<file path="src/rtl/ysyx_22050612_mcyc_ctrl_if.sv">
// Bundle of fetch, decode, data-memory, writeback and status signals around the
// multi-cycle controller. The controller connects through the master modport.
interface ysyx_22050612_mcyc_ctrl_if;
  // instruction fetch
  logic        ifu_req;
  logic        ifu_ack;
  logic        inst_we;
  // decoded instruction fields (held stable by the decode latch)
  logic        dec_is_load;
  logic        dec_is_store;
  logic        dec_wen;
  logic [4:0]  dec_rd;
  logic        dec_ebreak;
  logic        dec_illegal;
  // data memory
  logic        lsu_req;
  logic        lsu_we;
  logic        lsu_ack;
  // writeback and commit
  logic        rf_wen;
  logic        pc_we;
  // status and performance counters
  logic        halted;
  logic        err;
  logic [63:0] mcycle;
  logic [63:0] minstret;

  modport master (
    output ifu_req, inst_we, lsu_req, lsu_we, rf_wen, pc_we,
    output halted, err, mcycle, minstret,
    input  ifu_ack, dec_is_load, dec_is_store, dec_wen, dec_rd,
    input  dec_ebreak, dec_illegal, lsu_ack
  );

  modport slave (
    input  ifu_req, inst_we, lsu_req, lsu_we, rf_wen, pc_we,
    input  halted, err, mcycle, minstret,
    output ifu_ack, dec_is_load, dec_is_store, dec_wen, dec_rd,
    output dec_ebreak, dec_illegal, lsu_ack
  );
endinterface

</file>
<file path="src/rtl/ysyx_22050612_mcyc_ctrl.sv">
// Multi-cycle core sequencer: FETCH -> DECODE -> (MEM) -> WB, with a request
// timeout watchdog, sticky halt/error status and 64-bit cycle/retire counters.
module ysyx_22050612_mcyc_ctrl #(
  parameter int unsigned TIMEOUT = 255
) (
  input  logic                        clk,
  input  logic                        rst,
  ysyx_22050612_mcyc_ctrl_if.master   bus
);

  typedef enum logic [2:0] {
    S_FETCH  = 3'd0,
    S_DECODE = 3'd1,
    S_MEM    = 3'd2,
    S_WB     = 3'd3,
    S_HALT   = 3'd4
  } state_e;

  // A wait of TIMEOUT unacknowledged cycles ends when the counter, which
  // starts at 0, is at TIMEOUT-1 in a cycle that still sees no ack.
  localparam logic [7:0] WAIT_LAST = 8'(TIMEOUT - 1);

  state_e      state_q, state_d;
  logic [7:0]  wait_q, wait_d;
  logic        err_q, err_d;
  logic [63:0] mcycle_q, mcycle_d;
  logic [63:0] minstret_q, minstret_d;
  logic        retire;

  always_ff @(posedge clk) begin
    if (rst) begin
      state_q    <= S_FETCH;
      wait_q     <= 8'd0;
      err_q      <= 1'b0;
      mcycle_q   <= 64'd0;
      minstret_q <= 64'd0;
    end else begin
      state_q    <= state_d;
      wait_q     <= wait_d;
      err_q      <= err_d;
      mcycle_q   <= mcycle_d;
      minstret_q <= minstret_d;
    end
  end

  always_comb begin
    state_d = state_q;
    wait_d  = wait_q;
    err_d   = err_q;
    retire  = 1'b0;

    case (state_q)
      S_FETCH: begin
        if (bus.ifu_ack) begin
          state_d = S_DECODE;
          wait_d  = 8'd0;
        end else if (wait_q == WAIT_LAST) begin
          state_d = S_HALT;
          err_d   = 1'b1;
          wait_d  = 8'd0;
        end else begin
          wait_d  = wait_q + 8'd1;
        end
      end

      S_DECODE: begin
        wait_d = 8'd0;
        if (bus.dec_illegal) begin
          state_d = S_HALT;
          err_d   = 1'b1;
        end else if (bus.dec_ebreak) begin
          state_d = S_HALT;
          err_d   = 1'b0;
        end else if (bus.dec_is_load || bus.dec_is_store) begin
          state_d = S_MEM;
        end else begin
          state_d = S_WB;
        end
      end

      S_MEM: begin
        if (bus.lsu_ack) begin
          state_d = S_WB;
          wait_d  = 8'd0;
        end else if (wait_q == WAIT_LAST) begin
          state_d = S_HALT;
          err_d   = 1'b1;
          wait_d  = 8'd0;
        end else begin
          wait_d  = wait_q + 8'd1;
        end
      end

      S_WB: begin
        retire  = 1'b1;
        state_d = S_FETCH;
        wait_d  = 8'd0;
      end

      S_HALT: begin
        state_d = S_HALT;
      end

      default: begin
        // unreachable encodings park the core as a fault
        state_d = S_HALT;
        err_d   = 1'b1;
        wait_d  = 8'd0;
      end
    endcase
  end

  // counters wrap silently; mcycle stops once the core is halted
  always_comb begin
    mcycle_d   = (state_q == S_HALT) ? mcycle_q : mcycle_q + 64'd1;
    minstret_d = minstret_q + {63'd0, retire};
  end

  // Every output is gated by rst so that nothing is visible during reset.
  logic in_fetch, in_mem, in_wb, in_halt, run;

  assign run      = ~rst;
  assign in_fetch = run & (state_q == S_FETCH);
  assign in_mem   = run & (state_q == S_MEM);
  assign in_wb    = run & (state_q == S_WB);
  assign in_halt  = run & (state_q == S_HALT);

  assign bus.ifu_req  = in_fetch;
  assign bus.inst_we  = in_fetch & bus.ifu_ack;
  assign bus.lsu_req  = in_mem;
  assign bus.lsu_we   = in_mem & bus.dec_is_store;
  assign bus.pc_we    = in_wb;
  assign bus.rf_wen   = in_wb & bus.dec_wen & ~bus.dec_is_store & (bus.dec_rd != 5'd0);
  assign bus.halted   = in_halt;
  assign bus.err      = run & err_q;
  assign bus.mcycle   = run ? mcycle_q : 64'd0;
  assign bus.minstret = run ? minstret_q : 64'd0;

endmodule

</file>
<file path="src/flat_wrapper.sv">
// flat-port wrapper written by rule: the top's interface ports become plain ports
module ysyx_22050612_mcyc_ctrl_flat 
#(
  parameter int unsigned TIMEOUT = 255
)
  (clk, rst, bus_ifu_req, bus_inst_we, bus_lsu_req, bus_lsu_we, bus_rf_wen, bus_pc_we, bus_halted, bus_err, bus_mcycle, bus_minstret, bus_ifu_ack, bus_dec_is_load, bus_dec_is_store, bus_dec_wen, bus_dec_rd, bus_dec_ebreak, bus_dec_illegal, bus_lsu_ack);
  ysyx_22050612_mcyc_ctrl_if bus_i ();
  input  logic clk;
  input  logic rst;
  output wire logic [$bits(bus_i.ifu_req)-1:0] bus_ifu_req;
  output wire logic [$bits(bus_i.inst_we)-1:0] bus_inst_we;
  output wire logic [$bits(bus_i.lsu_req)-1:0] bus_lsu_req;
  output wire logic [$bits(bus_i.lsu_we)-1:0] bus_lsu_we;
  output wire logic [$bits(bus_i.rf_wen)-1:0] bus_rf_wen;
  output wire logic [$bits(bus_i.pc_we)-1:0] bus_pc_we;
  output wire logic [$bits(bus_i.halted)-1:0] bus_halted;
  output wire logic [$bits(bus_i.err)-1:0] bus_err;
  output wire logic [$bits(bus_i.mcycle)-1:0] bus_mcycle;
  output wire logic [$bits(bus_i.minstret)-1:0] bus_minstret;
  input wire logic [$bits(bus_i.ifu_ack)-1:0] bus_ifu_ack;
  input wire logic [$bits(bus_i.dec_is_load)-1:0] bus_dec_is_load;
  input wire logic [$bits(bus_i.dec_is_store)-1:0] bus_dec_is_store;
  input wire logic [$bits(bus_i.dec_wen)-1:0] bus_dec_wen;
  input wire logic [$bits(bus_i.dec_rd)-1:0] bus_dec_rd;
  input wire logic [$bits(bus_i.dec_ebreak)-1:0] bus_dec_ebreak;
  input wire logic [$bits(bus_i.dec_illegal)-1:0] bus_dec_illegal;
  input wire logic [$bits(bus_i.lsu_ack)-1:0] bus_lsu_ack;
  assign bus_ifu_req = bus_i.ifu_req;
  assign bus_inst_we = bus_i.inst_we;
  assign bus_lsu_req = bus_i.lsu_req;
  assign bus_lsu_we = bus_i.lsu_we;
  assign bus_rf_wen = bus_i.rf_wen;
  assign bus_pc_we = bus_i.pc_we;
  assign bus_halted = bus_i.halted;
  assign bus_err = bus_i.err;
  assign bus_mcycle = bus_i.mcycle;
  assign bus_minstret = bus_i.minstret;
  assign bus_i.ifu_ack = bus_ifu_ack;
  assign bus_i.dec_is_load = bus_dec_is_load;
  assign bus_i.dec_is_store = bus_dec_is_store;
  assign bus_i.dec_wen = bus_dec_wen;
  assign bus_i.dec_rd = bus_dec_rd;
  assign bus_i.dec_ebreak = bus_dec_ebreak;
  assign bus_i.dec_illegal = bus_dec_illegal;
  assign bus_i.lsu_ack = bus_lsu_ack;
  ysyx_22050612_mcyc_ctrl #(.TIMEOUT(TIMEOUT)) u_core (.clk(clk), .rst(rst), .bus(bus_i));
endmodule
</file>
<file path="config.mk">
export PLATFORM = sky130hd
export DESIGN_NAME = ysyx_22050612_mcyc_ctrl_flat
export DESIGN_NICKNAME = d
export VERILOG_FILES = /design/src/rtl/ysyx_22050612_mcyc_ctrl_if.sv /design/src/rtl/ysyx_22050612_mcyc_ctrl.sv /design/src/flat_wrapper.sv
export SDC_FILE = /design/constraint.sdc
export NUM_CORES = 1
export LEC_CHECK = 0
export BUFFER_PORTS_ARGS = -buffer_cell sky130_fd_sc_hd__buf_2
export CAP_MARGIN = 30
export CORE_AREA = 8 8 130 132
export CTS_BUF_LIST = sky130_fd_sc_hd__clkbuf_8
export DETAILED_ROUTE_END_ITERATION = 10
export DIE_AREA = 0 0 138 140
export PLACE_DENSITY = 0.78
export SLEW_MARGIN = 20
export SYNTH_ARGS = -nofsm -noshare
export SYNTH_HDL_FRONTEND = slang
export SYNTH_SLANG_ARGS = --single-unit
</file>
<file path="constraint.sdc">
create_clock -name clk -period 3.35 [get_ports clk]
set_clock_uncertainty 0.05 [all_clocks]
set_input_delay 0.1675 -clock clk [delete_from_list [all_inputs] [get_ports clk]]
set_output_delay 0.1675 -clock clk [all_outputs]
set_load 0.01 [all_outputs]
</file>
==> Word level (Yosys, flattened, before mapping) <==
Index checks and enable logic that the tools add are counted.
{ "totals": {"ff_bits": 140, "output_inout_bits": 136} }
{ "op_classes": {"n_addsub": 3, "n_eq_ne": 8, "n_mux": 20, "bitwise": 13, "n_reduce_logical": 5} }
{ "ops": {"columns": ["op", "count"], "rows": [
  ["$mux W64", 2],
  ["$add A64 B1 Y64", 1],
  ["$add A64 B1 Y64 const B", 1],
  ["$mux W8", 3],
  ["$pmux W8 S3", 1],
  ["$mux W3", 5],
  ["$pmux W3 S4", 1],
  ["$and A1 B1 Y1", 10],
  ["$add A8 B1 Y8 const B", 1],
  ["$eq A8 B8 Y1 const B", 1],
  ["$mux W1", 7],
  ["$eq A3 B2 Y1 const B", 2],
  ["$reduce_bool A5 Y1", 1],
  ["$ne A2 B2 Y1 const B", 2],
  ["$pmux W1 S4", 1],
  ["$reduce_and A4 Y1", 1],
  ["$eq A3 B1 Y1 const B", 1],
  ["$eq A3 B3 Y1 const B", 1],
  ["$logic_not A3 Y1", 1],
  ["$ne A3 B3 Y1 const B", 1],
  ["$not A1 Y1", 3],
  ["$reduce_or A2 Y1", 1],
  ["$logic_or A1 B1 Y1", 1]
]} }

==> Longest topological paths before layout <==
Gate-level depths: netlist of run 1.
{ "depth": {"word_depth": 5, "mapped_depth": 12, "mapped_depth_nobuf": 9} }

==> Least setup slack after synthesis of run 1 <==
Ideal clock, no wire load.
{ "synth_path": {"path_type": "register to register", "start": "reg u_core.state_q[0]", "end": "reg u_core.minstret_q[60]", "setup_time_ps": 70, "t_arrival_ps": 3148, "t_required_ps": 3230, "setup_slack_ps": 82, "path_stages_with_launch": 13, "cell_sequence": "dfxtp_1 -> clkbuf_1 -> nand2_1 -> nor2_1 -> ha_1 -> ha_1 -> nand4_1 -> or4_1 -> buf_2 -> or4_4 -> buf_6 -> or4_1 -> a21oi_1"} }
{ "synth_via": {"elab_chain_cells": 3} }
{ "synth_lines": {"columns": ["element", "line", "source"], "rows": [
  ["start: declaration", "ysyx_22050612_mcyc_ctrl.sv:23", "state_e state_q, state_d;"],
  ["start signal: assignment", "ysyx_22050612_mcyc_ctrl.sv:38", "state_q <= state_d;"],
  ["$eq A3 B2 Y1", "ysyx_22050612_mcyc_ctrl.sv:52", "case (state_q)"],
  ["$mux W1", "ysyx_22050612_mcyc_ctrl.sv:52", null],
  ["$add A64 B1 Y64", "ysyx_22050612_mcyc_ctrl.sv:116", "minstret_d = minstret_q + {63'd0, retire};"],
  ["end signal: assignment", "ysyx_22050612_mcyc_ctrl.sv:42", "minstret_q <= minstret_d;"],
  ["end: declaration", "ysyx_22050612_mcyc_ctrl.sv:27", "logic [63:0] minstret_q, minstret_d;"]
]} }
Every way passes these cells.
A chain may end at the register's enable or synchronous reset.

==> Worst setup path in the final report of run 1 <==
{ "layout_path": {"start": "reg u_core.state_q[1]", "end": "reg u_core.minstret_q[60]"} }
The elaborated chain is that of the path after synthesis.

==> results of run 1 <==
-- area by class of cell --
class                      count  share of cell area [%]
clock buffer                  18                   2.793
timing repair buffer         171                   10.45
tap                          188                   2.652
sequential                   140                   31.60
inverter                      12                  0.5078
clock inverter                14                   1.467
multi-input combinational    764                   50.53
-- power breakdown --
group | internal, mW | leakage, nW | switching (mW) | total, mW
combinational | 0.0544 | 2.04 | 0.103 | 0.157
sequential | 1.68 | 1.13 | 0.0128 | 1.69
clock | 0.668 | 0.200 | 0.653 | 1.32
-- synth_stat cells, types with 16 or more instances --
master,count,area (um2)
nor4_1,34,212.7
or3_1,31,193.9
nand2_1,73,274.0
or4_1,16,120.1
clkbuf_1,35,131.4
nor2b_1,122,763.2
nand3_1,40,200.2
xnor2_1,39,341.6
xor2_1,37,324.1
nor3_1,24,120.1
nor2_1,131,491.7
a21oi_1,40,200.2
dfxtp_1,140,2803
o21ai_0,47,235.2
nand4_1,56,350.3
-- repair_timing --
action,CTS,global route
resized for setup,0,0
hold buffers,3,0
endpoints found under the hold margin,1,0
-- worst max-delay path, delay by kind of cell (launching register included) --
family,cells,cell delay (ns)
AO/OA/AOI/OAI,1,0.14
adder cells (fa/ha/maj),2,0.38
flip-flops,1,0.34
AND/OR/NAND/NOR,6,2.09
-- per-stage QoR --
stage / worst slack (ns) / cells
after floorplan: 0.08179 / 960
after global placement: 0.3789 / 1272
after detailed placement: 0.3201 / 1272
after CTS: 0.2628 / 1307
after global routing: 0.09057 / 1307
final: 0.2619 / 1307
-- kinds of logic after synthesis --
group	synth area share, %
muxes	1.801
xor gates and xnor gates	8.871
AOI/OAI and AO/OA	7.070
DFF	37.35
and+or+nand+nor	41.15
adders and majority gates	0.8338
buffers and inverters	2.918
-- worst min-delay path by stage --
stage	slack (ns)	to	from	depth (start not counted)
3_3_place_gp	0.41	u_core.mcycle_q[63]	u_core.mcycle_q[63]	2
5_1_grt	0.07	u_core.state_q[2]	bus_lsu_ack	4
4_1_cts	0.02	u_core.state_q[2]	bus_lsu_ack	4
3_5_place_dp	0.43	u_core.mcycle_q[61]	u_core.mcycle_q[61]	2
2_1_floorplan	0.32	u_core.state_q[0]	bus_dec_illegal	3
6_report	0.06	u_core.state_q[2]	bus_lsu_ack	4
-- layer usage --
metal  routed length (um)  share of wire (%)  track usage [%]
met2                 8735                 46            30.03
met5                    0                  0                0
met4                  425                2.2            7.723
met1                 8664                 46            23.46
met3                 1077                5.7            6.051
-- registers in the layout, indices dropped and copies added, names as in the netlist --
| signal | flops |
|---|---|
| u_core.minstret_q | 64 |
| u_core.state_q | 3 |
| u_core.err_q | 1 |
| u_core.wait_q | 8 |
| u_core.mcycle_q | 64 |
==> results.md, run 1 <==
Timing:
- The accumulated negative setup slack is 0 ns.
- In this run the tightest slew margin relative to its limit is 38.82%.
- Setup violations remaining at the end of the flow were counted as 0.
- The worst path in the final design needs a cycle of 3.088 ns, including I/O delays and setup.
- After layout, the worst path uses 92.18% of the clock period.
- The number of max-slew violations in the final report is 0.
- Based on the critical path, the design can be clocked at up to 323.8 MHz.
- Across all hold checks on the routed design, the worst slack comes to 0.06236 ns.
- For the pin with the worst max-slew slack, the measured transition is 0.9177 ns.
- Setup repair after global routing left no endpoint under its margin.
- The final number of hold-violating endpoints is 0.

Worst setup path:
- For flop-to-flop paths, the worst setup slack is 0.26 ns.
- Data on the critical path is required at its endpoint by 3.67 ns.
- Measured in cells, the most critical reg-to-reg path has a length of 9.
- The worst setup path category is flip-flop to flip-flop.
- The sort of element at the start of the critical path is a flip-flop.
- For this run, the slowest stage of the critical path takes 0.67 ns.
- The critical path goes through nand2_1, nor2_1, ha_1, ha_1, nand4_1, or4_1, or4_4, or4_1, a21oi_1.
- The maximum net fanout on the critical path is 11.
- The slowest stage of the critical path is the or4_4 cell.
- For the worst setup path, the data arrival time is 3.40 ns.
- The destination of the worst register-to-register timing path is u_core.minstret_q[60].
- The critical path ends at u_core.minstret_q[60].
- The endpoint class of the critical path is a flip-flop.
- The critical path starts at u_core.state_q[1].
- In this run the critical register-to-register path is launched from u_core.state_q[1].

Placed design:
- The detailed-placement wirelength estimate is 13550 um.
- The post-placement cell area is 8462 um2.
- The congestion estimate from routability-driven global placement came to 0.8421.
- The quantity of I/O buffers inserted on ports is 149.

Clocking:
- TritonCTS built the clock tree.
- The buffer cell driving the clock tree root is clkbuf_8.
- The clock buffer count from CTS is 17.
- The post-CTS clock slew at the launch and capture registers of the worst setup and hold paths is 0.08 ns.
- The number of setup buffers added after CTS is 0.
- In this run the deepest clock path goes through 2 buffers.
- The CTS sink count is 140.
- Clock latency on the worst-skew pair, taken at its later pin, is 0.45 ns.
- The maximum level of the CTS H-tree is 4.

Yosys:
- The synthesized design contains 0 enable-type register cells.
- For this run, the leading register cell type out of synthesis is dfxtp_1.
- The share of flip-flops with an asynchronous set or reset after synthesis is 0%.
- The synthesized net count is 979.
- Counting every instance in the synthesized netlist gives 960.
- The number of warnings printed during yosys synthesis is 0.
- The average instance in the mapped netlist occupies 7.816 um2.
- The post-synth design cell area is 7503 um2.
- The count of state elements after synthesis is 140.
- The post-synthesis cell type count is 43.
- The sequential cell area fraction in the yosys report is 37.35%.

Global route:
- The global router's overall resource usage is 18.99%.
- After global routing the overflow that remains totals 0.
- Entering global routing, the biggest net connects 154 pins.
- The first global-routing pass estimated 31510 um of wire.
- The number of antenna violations at the first check in global routing is 0.
- The number of global-route vias before repair was 6587.

Route:
- The post-route antenna net violation count is 0.
- The number of iterations in the first detailed-routing pass is 5.
- The final layout contains routed wiring with a total length of 18900 um.
- For this run, design rule violations remaining after detail routing come to 0.
- After detailed routing, the number of vias per cell comes to 5.551.
- The detailed router finished its first iteration with 566 violations.
- The final route contains 7255 vias.
- The post-detailed-route wirelength per cell is 14.46 um.

Flow run:
- The number of violations of the max-capacitance limit is 0.

Layout:
- In the final layout, the multi-input gates occupy 4482 um2.
- The repair_antennas step left the layout with diodes totalling 0.
- The layout net count is 1125.
- After routing the design area is 8870 um2.
- The storage element area is 2803 um2.
- The end-of-flow core utilization is 59.67%.
- The count of fill cells added during filler insertion is 1356.
- The area growth from synthesis to layout is 18.21%.
- In the final layout, the share of cells above drive strength 1 is 19.84%.
- Leaving out fill and tap cells, the most frequent cell in the layout is buf_2.
- In the layout the commonest cells are buf_2, dfxtp_1, nor2_1.

Power and ir drop:
- The power after layout is 3.168 mW.
- The analysis attributes to cell leakage a power of 3.372 nW.
- The total power divided by cell area is 357.2 nW/um2.
- The worst-case IR drop observed on VDD is 0.3255 mV.

Floorplan:
- The floorplan has 45 rows.
- Pin placement for this block handled 150 I/O pins.
- The x dimension of the die is 138 um.
- The overall die area is 19320 um2.
- The starting density of the core is 50.48%.
- The die is 140 um tall.
- The area of the core is 14860 um2.

Min path:
- The min-delay analysis places its worst path in the category primary input to flip-flop.

Status:
- The flow ran to the end, and the final reports show no timing, DRC or antenna violations.
No activity file was read; power rests on OpenSTA's default activity.
==> run 2: changes to the inputs <==
- CORE_AREA: 8 8 130 132 -> 8 8 124 126
- DIE_AREA: 0 0 138 140 -> 0 0 132 134
- PLACE_DENSITY: 0.78 -> 0.81
- clock period: 3.35 -> 3.1 ns (I/O delays scaled with it)
==> results.md, run 2 (same netlist as run 1, synthesis figures left out) <==
Floorplan:
- After floorplanning, the core was divided into 43 placement rows.
- The core region is 13500 um2.
- The starting density of the core is 55.56%.
- The die is 134 um tall.
- The count of pins on the block boundary is 150.
- In this run the horizontal extent of the chip is 132 um.
- The floorplan step defined a die boundary enclosing 17690 um2.

Clocking:
- The CTS sink count is 140.
- The post-CTS clock slew at the launch and capture registers of the worst setup and hold paths is 0.07 ns.
- The number of setup buffers added after CTS is 0.
- The buffer cell driving the clock tree root is clkbuf_8.
- In this run, post-CTS repair resized a total of 0 instances.
- In this run the deepest clock path goes through 2 buffers.
- The hold-fix buffer count after cts is 3.
- Counting the buffers created by CTS gives 17.
- The TritonCTS clock tree is yes.
- Clock latency on the worst-skew pair, taken at its later pin, is 0.44 ns.
- The H-tree was split into 4 levels.

Global route:
- The total congestion overflow is 0.
- The met1 routing resource usage after global routing is 25.06%.
- The first global-routing pass estimated 30860 um of wire.
- The number of global-route vias before repair is 6589.
- Global routing consumed, over all layers together, 20.47% of the routing resources.
- The fraction of met3 tracks used by global routing is 5.273%.
- Entering global routing, the biggest net connects 119 pins.
- The number of antenna violations at the first check in global routing is 0.
- The most utilized layer in the global route result is met2.
- The routing usage on met2 is 33.48%.

Status:
- The run finished with clean final reports.

Placed design:
- The post-placement cell area is 8477 um2.
- The setup slack after placement is 0.2613 ns.
- The congestion estimate from routability-driven global placement came to 0.8626.
- The detailed-placement wirelength estimate is 13360 um.
- The quantity of I/O buffers inserted on ports is 149.
- Once placement completed, the tool counted placed cells totaling 1265.

Power and ir drop:
- The maximum VDD drop is 0.2832 mV.
- In this run the static leakage power is 3.381 nW.
- Dividing total power by cell area gives a power density of 381.6 nW/um2.
- The power after layout is 3.389 mW.

Route:
- The pre-antenna-repair detailed-routing pass consisted of 5 iterations.
- The routed wire length is 18540 um.
- In this run the remaining antenna-violating nets after routing total 0.
- For this block, the initial DRC count from the detailed router was 401.
- The post-detailed-route wirelength per cell is 14.27 um.
- The final routed DRC violation total is 0.
- Across all layers, the routed design uses 7123 vias.
- Dividing the detail-routed via count by the number of cells gives 5.483.

Min path:
- The worst hold path passes through 4 cells.
- The startpoint identified for the worst hold timing path is bus_lsu_ack.
- The path with the worst hold slack has its endpoint at u_core.state_q[2].
- The path class of the tightest hold or removal check is primary input to flip-flop.

Timing:
- The number of max-slew violations in the final report is 0.
- For the final routed database, the setup TNS stands at 0 ns.
- For the pin with the worst max-slew slack, the measured transition is 0.7234 ns.
- Timing would allow up to 349.5 MHz.
- Once routing completed, OpenROAD measured the worst setup slack at 0.2387 ns.
- Setup repair after global routing left no endpoint under its margin.
- The clock period minus worst slack is 2.861 ns.
- The final number of hold-violating endpoints was 0.
- The worst pin sits at a relative slew slack of 51.77%.
- The number of endpoints failing setup at the final stage is 0.
- Of the available clock period, the critical path in the final layout requires 92.30%.

Worst setup path:
- For the worst setup path, the data arrival time is 3.18 ns.
- The sort of element at the start of the critical path is a flip-flop.
- The destination of the worst register-to-register timing path is u_core.minstret_q[52].
- The worst setup path category is flip-flop to flip-flop.
- The worst setup path is captured at a flip-flop.
- The number of cells on the worst reg-to-reg path is 9.
- The critical path data required time is 3.42 ns.
- The worst reg-to-reg setup slack is 0.24 ns.
- The worst register-to-register path begins at u_core.state_q[0].
- Of all nets on the critical path, the largest fanout is 11.

Layout:
- The footprint of the multi-input gates is 4484 um2.
- Of the cells placed in the final design, the portion with a size suffix greater than 1 is 20.11%.
- Leaving out filler cells and counting taps, the final layout contains 1299.
- The net count of the finished layout is 1126.
- The final cell area excluding filler cells is 8880 um2.
- 0 antenna diodes ended up in the layout.
- The count of fill cells added during filler insertion is 1170.
- The storage element area is 2805 um2.
- Leaving out fill and tap cells, the most frequent cells in the layout are buf_2, dfxtp_1, nor2_1.
- The most common library cell in the layout ignoring fill and taps is buf_2.
- The layout-stage area growth over the synthesis result is 18.34%.
- The largest registers in the layout are u_core.mcycle_q: 64 flops, u_core.minstret_q: 64 flops, u_core.wait_q: 8 flops.

Flow run:
- The number of violations of the max-capacitance limit is 0.
run 2: worst max-delay path: stages, from the launching register on:
cell and delay [ns]:
dfxtp_2 0.33, nand2_1 0.06, nor2_1 0.09, ha_1 0.17
ha_2 0.21, nand4_1 0.13, or4_1 0.44, or4_4 0.62
or4_1 0.53, a21oi_1 0.15
run 2: metal layers:
metal,vias up,share of wire [%]
met5,-,0
met4,0,2.2
met3,32,5.5
met2,178,47
met1,3252,46
li1,3661,-
run 2: final cells by class:
cell class	count	area share [%]
clock buffers	22	3.410
clock inverters	9	0.7891
inverters	12	0.5073
multi-input cells	764	50.50
flip-flops and latches	140	31.59
well taps	180	2.536
repair buffers	172	10.67
run 2: worst max path at each step:
stage | slack, ns | to | cells after the start | start
floorplan | 0.03 | u_core.minstret_q[60] | 12 | u_core.state_q[0]
global placement | 0.30 | u_core.minstret_q[60] | 9 | u_core.state_q[0]
detailed placement | 0.26 | u_core.minstret_q[52] | 9 | u_core.state_q[0]
CTS | 0.25 | u_core.minstret_q[52] | 9 | u_core.state_q[0]
global route | 0.02 | u_core.minstret_q[52] | 9 | u_core.state_q[0]
finish | 0.24 | u_core.minstret_q[52] | 9 | u_core.state_q[0]
run 2: stage by stage:
step / utilization (%) / hold slack, ns
6_report: 65.76 / 0.04452
5_1_grt: 65.76 / 0.06457
4_1_cts: 65.76 / 0.01616
3_5_place_dp: 62.77 / 0.4058
3_3_place_gp: 62.77 / 0.4146
2_1_floorplan: - / 0.2996
run 2: power breakdown:
group	internal (mW)	switching [mW]	total [mW]	leakage [nW]
clock network	0.723	0.665	1.39	0.203
logic	0.0605	0.112	0.173	2.05
registers	1.81	0.0147	1.83	1.13
total	2.60	0.792	3.39	3.38
==> run 3: changes to the inputs <==
==> constraint.sdc (replaced) <==
create_clock -name clk -period 3.1 [get_ports clk]
set_clock_uncertainty 0.05 [all_clocks]
set_input_delay 0.62 -clock clk [delete_from_list [all_inputs] [get_ports clk]]
set_output_delay 0.62 -clock clk [all_outputs]
set_load 0.01 [all_outputs]
==> results.md, run 3 (same netlist as run 1, synthesis figures left out) <==
Timing:
- In the post-route analysis, the smallest setup slack over all paths is 0.2295 ns.
- The number of max-slew violations in the final report was 0.
- The normalized max-slew margin is 57.99%.
- For this run, the top clock speed supported by timing is 348.4 MHz.
- The accumulated negative setup slack is 0 ns.
- Setup repair after global routing left no endpoint under its margin.
- In the finished design, the share of the clock period the worst path needs comes to 92.60%.
- Setup violations remaining at the end of the flow were counted as 0.
- The slew at the pin closest to its max-slew limit is 0.6243 ns.
- The clock period minus worst slack is 2.871 ns.
- The final number of hold-violating endpoints is 0.
- Final hold analysis gives a worst-case slack of 0.4090 ns.

Status:
- The run finished with clean final reports.

Floorplan:
- The x dimension of the die is 132 um.
- The number of placement rows is 43.
- The initial utilization of the core area, before any placement, comes to 55.56%.
- The die covers 17690 um2.
- The height of the chip is 134 um.
- The region available for standard cell placement spans 13500 um2.
- In this run the count of I/O pins placed on the die edge is 150.

Worst setup path:
- Along the worst path, the maximum fanout reaches 11.
- The worst setup path category is flip-flop to flip-flop.
- The data arrival at the endpoint of the critical path is 3.20 ns.
- At the worst endpoint, the required time is 3.43 ns.
- The worst setup path is captured at a flip-flop.
- STA classifies the critical path startpoint as a flip-flop.

Clocking:
- Clock-pin slew was measured on the worst setup and hold paths at 0.07 ns.
- The clock buffer count from CTS is 17.
- The buffer cell driving the clock tree root is clkbuf_8.
- The number of setup buffers added after CTS is 0.
- Once the clock tree was built, the resizer swapped 0 gates to a different size.
- The CTS sink count is 140.
- CTS built an H-tree with a depth of 4.
- TritonCTS built the clock tree.
- The later-pin clock latency in the skew report is 0.46 ns.
- Hold repair after CTS inserted 0 buffers.
- The buffer levels on the longest clock path is 2.

Route:
- The via count normalized by instance count is 5.566.
- For this block, the routed nets add up to 18760 um of wire.
- The post-detailed-route wirelength per cell is 14.45 um.
- The number of DRC violations after detailed-routing iteration 0 is 531.
- The final routed DRC violation total is 0.
- The first detailed-routing pass ran for 5 iterations.
- The post-route antenna net violation count is 0.
- Summing over every cut layer, the via total after detailed routing is 7225.

Layout:
- After routing the design area is 8946 um2.
- The count of fill cells added during filler insertion is 1188.
- The ratio of cells with drive above 1 in the final layout is 20.30%.
- The final instance count without filler cells is 1298.
- In the layout the commonest cells are buf_2, dfxtp_1, nor2_1.
- The largest registers in the layout are u_core.mcycle_q: 64 flops, u_core.minstret_q: 64 flops, u_core.wait_q: 8 flops.
- Leaving out fill and tap cells, the most frequent cell in the layout is buf_2.
- The layout net count is 1125.
- Cells fill 66.25% of the core in the end.
- 0 antenna diodes ended up in the layout.
- The layout-stage area growth over the synthesis result is 19.23%.

Power and ir drop:
- Overall power consumption after layout is estimated at 3.665 mW.
- The maximum VDD drop is 0.2181 mV.
- The total power divided by cell area is 409.7 nW/um2.
- The static power due to leakage is 3.417 nW.

Placed design:
- The placed instance count is 1267.
- The post-placement cell area is 8492 um2.
- The quantity of I/O buffers inserted on ports is 149.
- The setup slack after placement is 0.2626 ns.
- The detailed-placement wirelength estimate is 13740 um.
- The global placement routability congestion is 0.8553.

Flow run:
- Across the run, the number of max-cap violations was 0.

Global route:
- Entering global routing, the biggest net connects 63 pins.
- The first-pass GRT wire length is 32590 um.
- The number of antenna violations at the first check in global routing is 0.
- The number of global-route vias before repair is 6862.
- For this run the aggregate overflow at the end of global routing stands at 0.
- The global router's overall resource usage is 21.60%.

Min path:
- The type of the most critical hold path is primary input to flip-flop.
[run 3: changes by cell type in the layout (fill, tap and decap cells not counted)]
cell / before / now
bufinv_16: 1 / 4
clkinv_2: 5 / 2
dlygate4sd3_1: 3 / 0
buf_4: 19 / 21
clkbuf_8: 23 / 24
clkinvlp_4: 1 / 0
[run 3: final cells by class]
class	count	area, um2	area share [%]
well taps	180	225.2	2.517
multi-input cells	764	4484	50.13
clock inverters	8	137.6	1.538
flip-flops and latches	140	2805	31.36
clock buffers	23	316.6	3.538
inverters	12	45.04	0.5035
repair buffers	171	932.1	10.42
[run 3: worst max-delay path: stages (launching register included)]
cell	delay, ns
dfxtp_2	0.33
nand2_1	0.06
nor2_1	0.10
ha_1	0.18
ha_2	0.21
nand4_1	0.12
or4_1	0.44
or4_4	0.63
or4_1	0.53
a21oi_1	0.15
[run 3: routing by layer]
metal,vias to the layer above,global-route usage [%],part of all wire [%],wire [um]
met5,-,0,0,0
met4,0,6.190,1.1,207
met3,22,6.133,6.1,1142
met2,215,35.53,48,9049
met1,3341,27.02,45,8356
li1,3647,-,-,-
[run 3: final timing paths]
check | slack (ns) | cells past startpoint | start | end
worst max-delay path | 0.23 | 9 | u_core.state_q[0] | u_core.minstret_q[52]
worst min-delay path | 0.41 | 4 | bus_dec_is_load | u_core.state_q[0]
worst max register to register | 0.23 | 9 | u_core.state_q[0] | u_core.minstret_q[52]
worst min register to register | 0.44 | 2 | u_core.mcycle_q[61] | u_core.mcycle_q[61]
[run 3: power by group]
group	switching (mW)	internal (mW)	leakage [nW]
sequential	0.0150	1.81	1.13
clock	0.674	0.994	0.240
combinational	0.109	0.0599	2.05
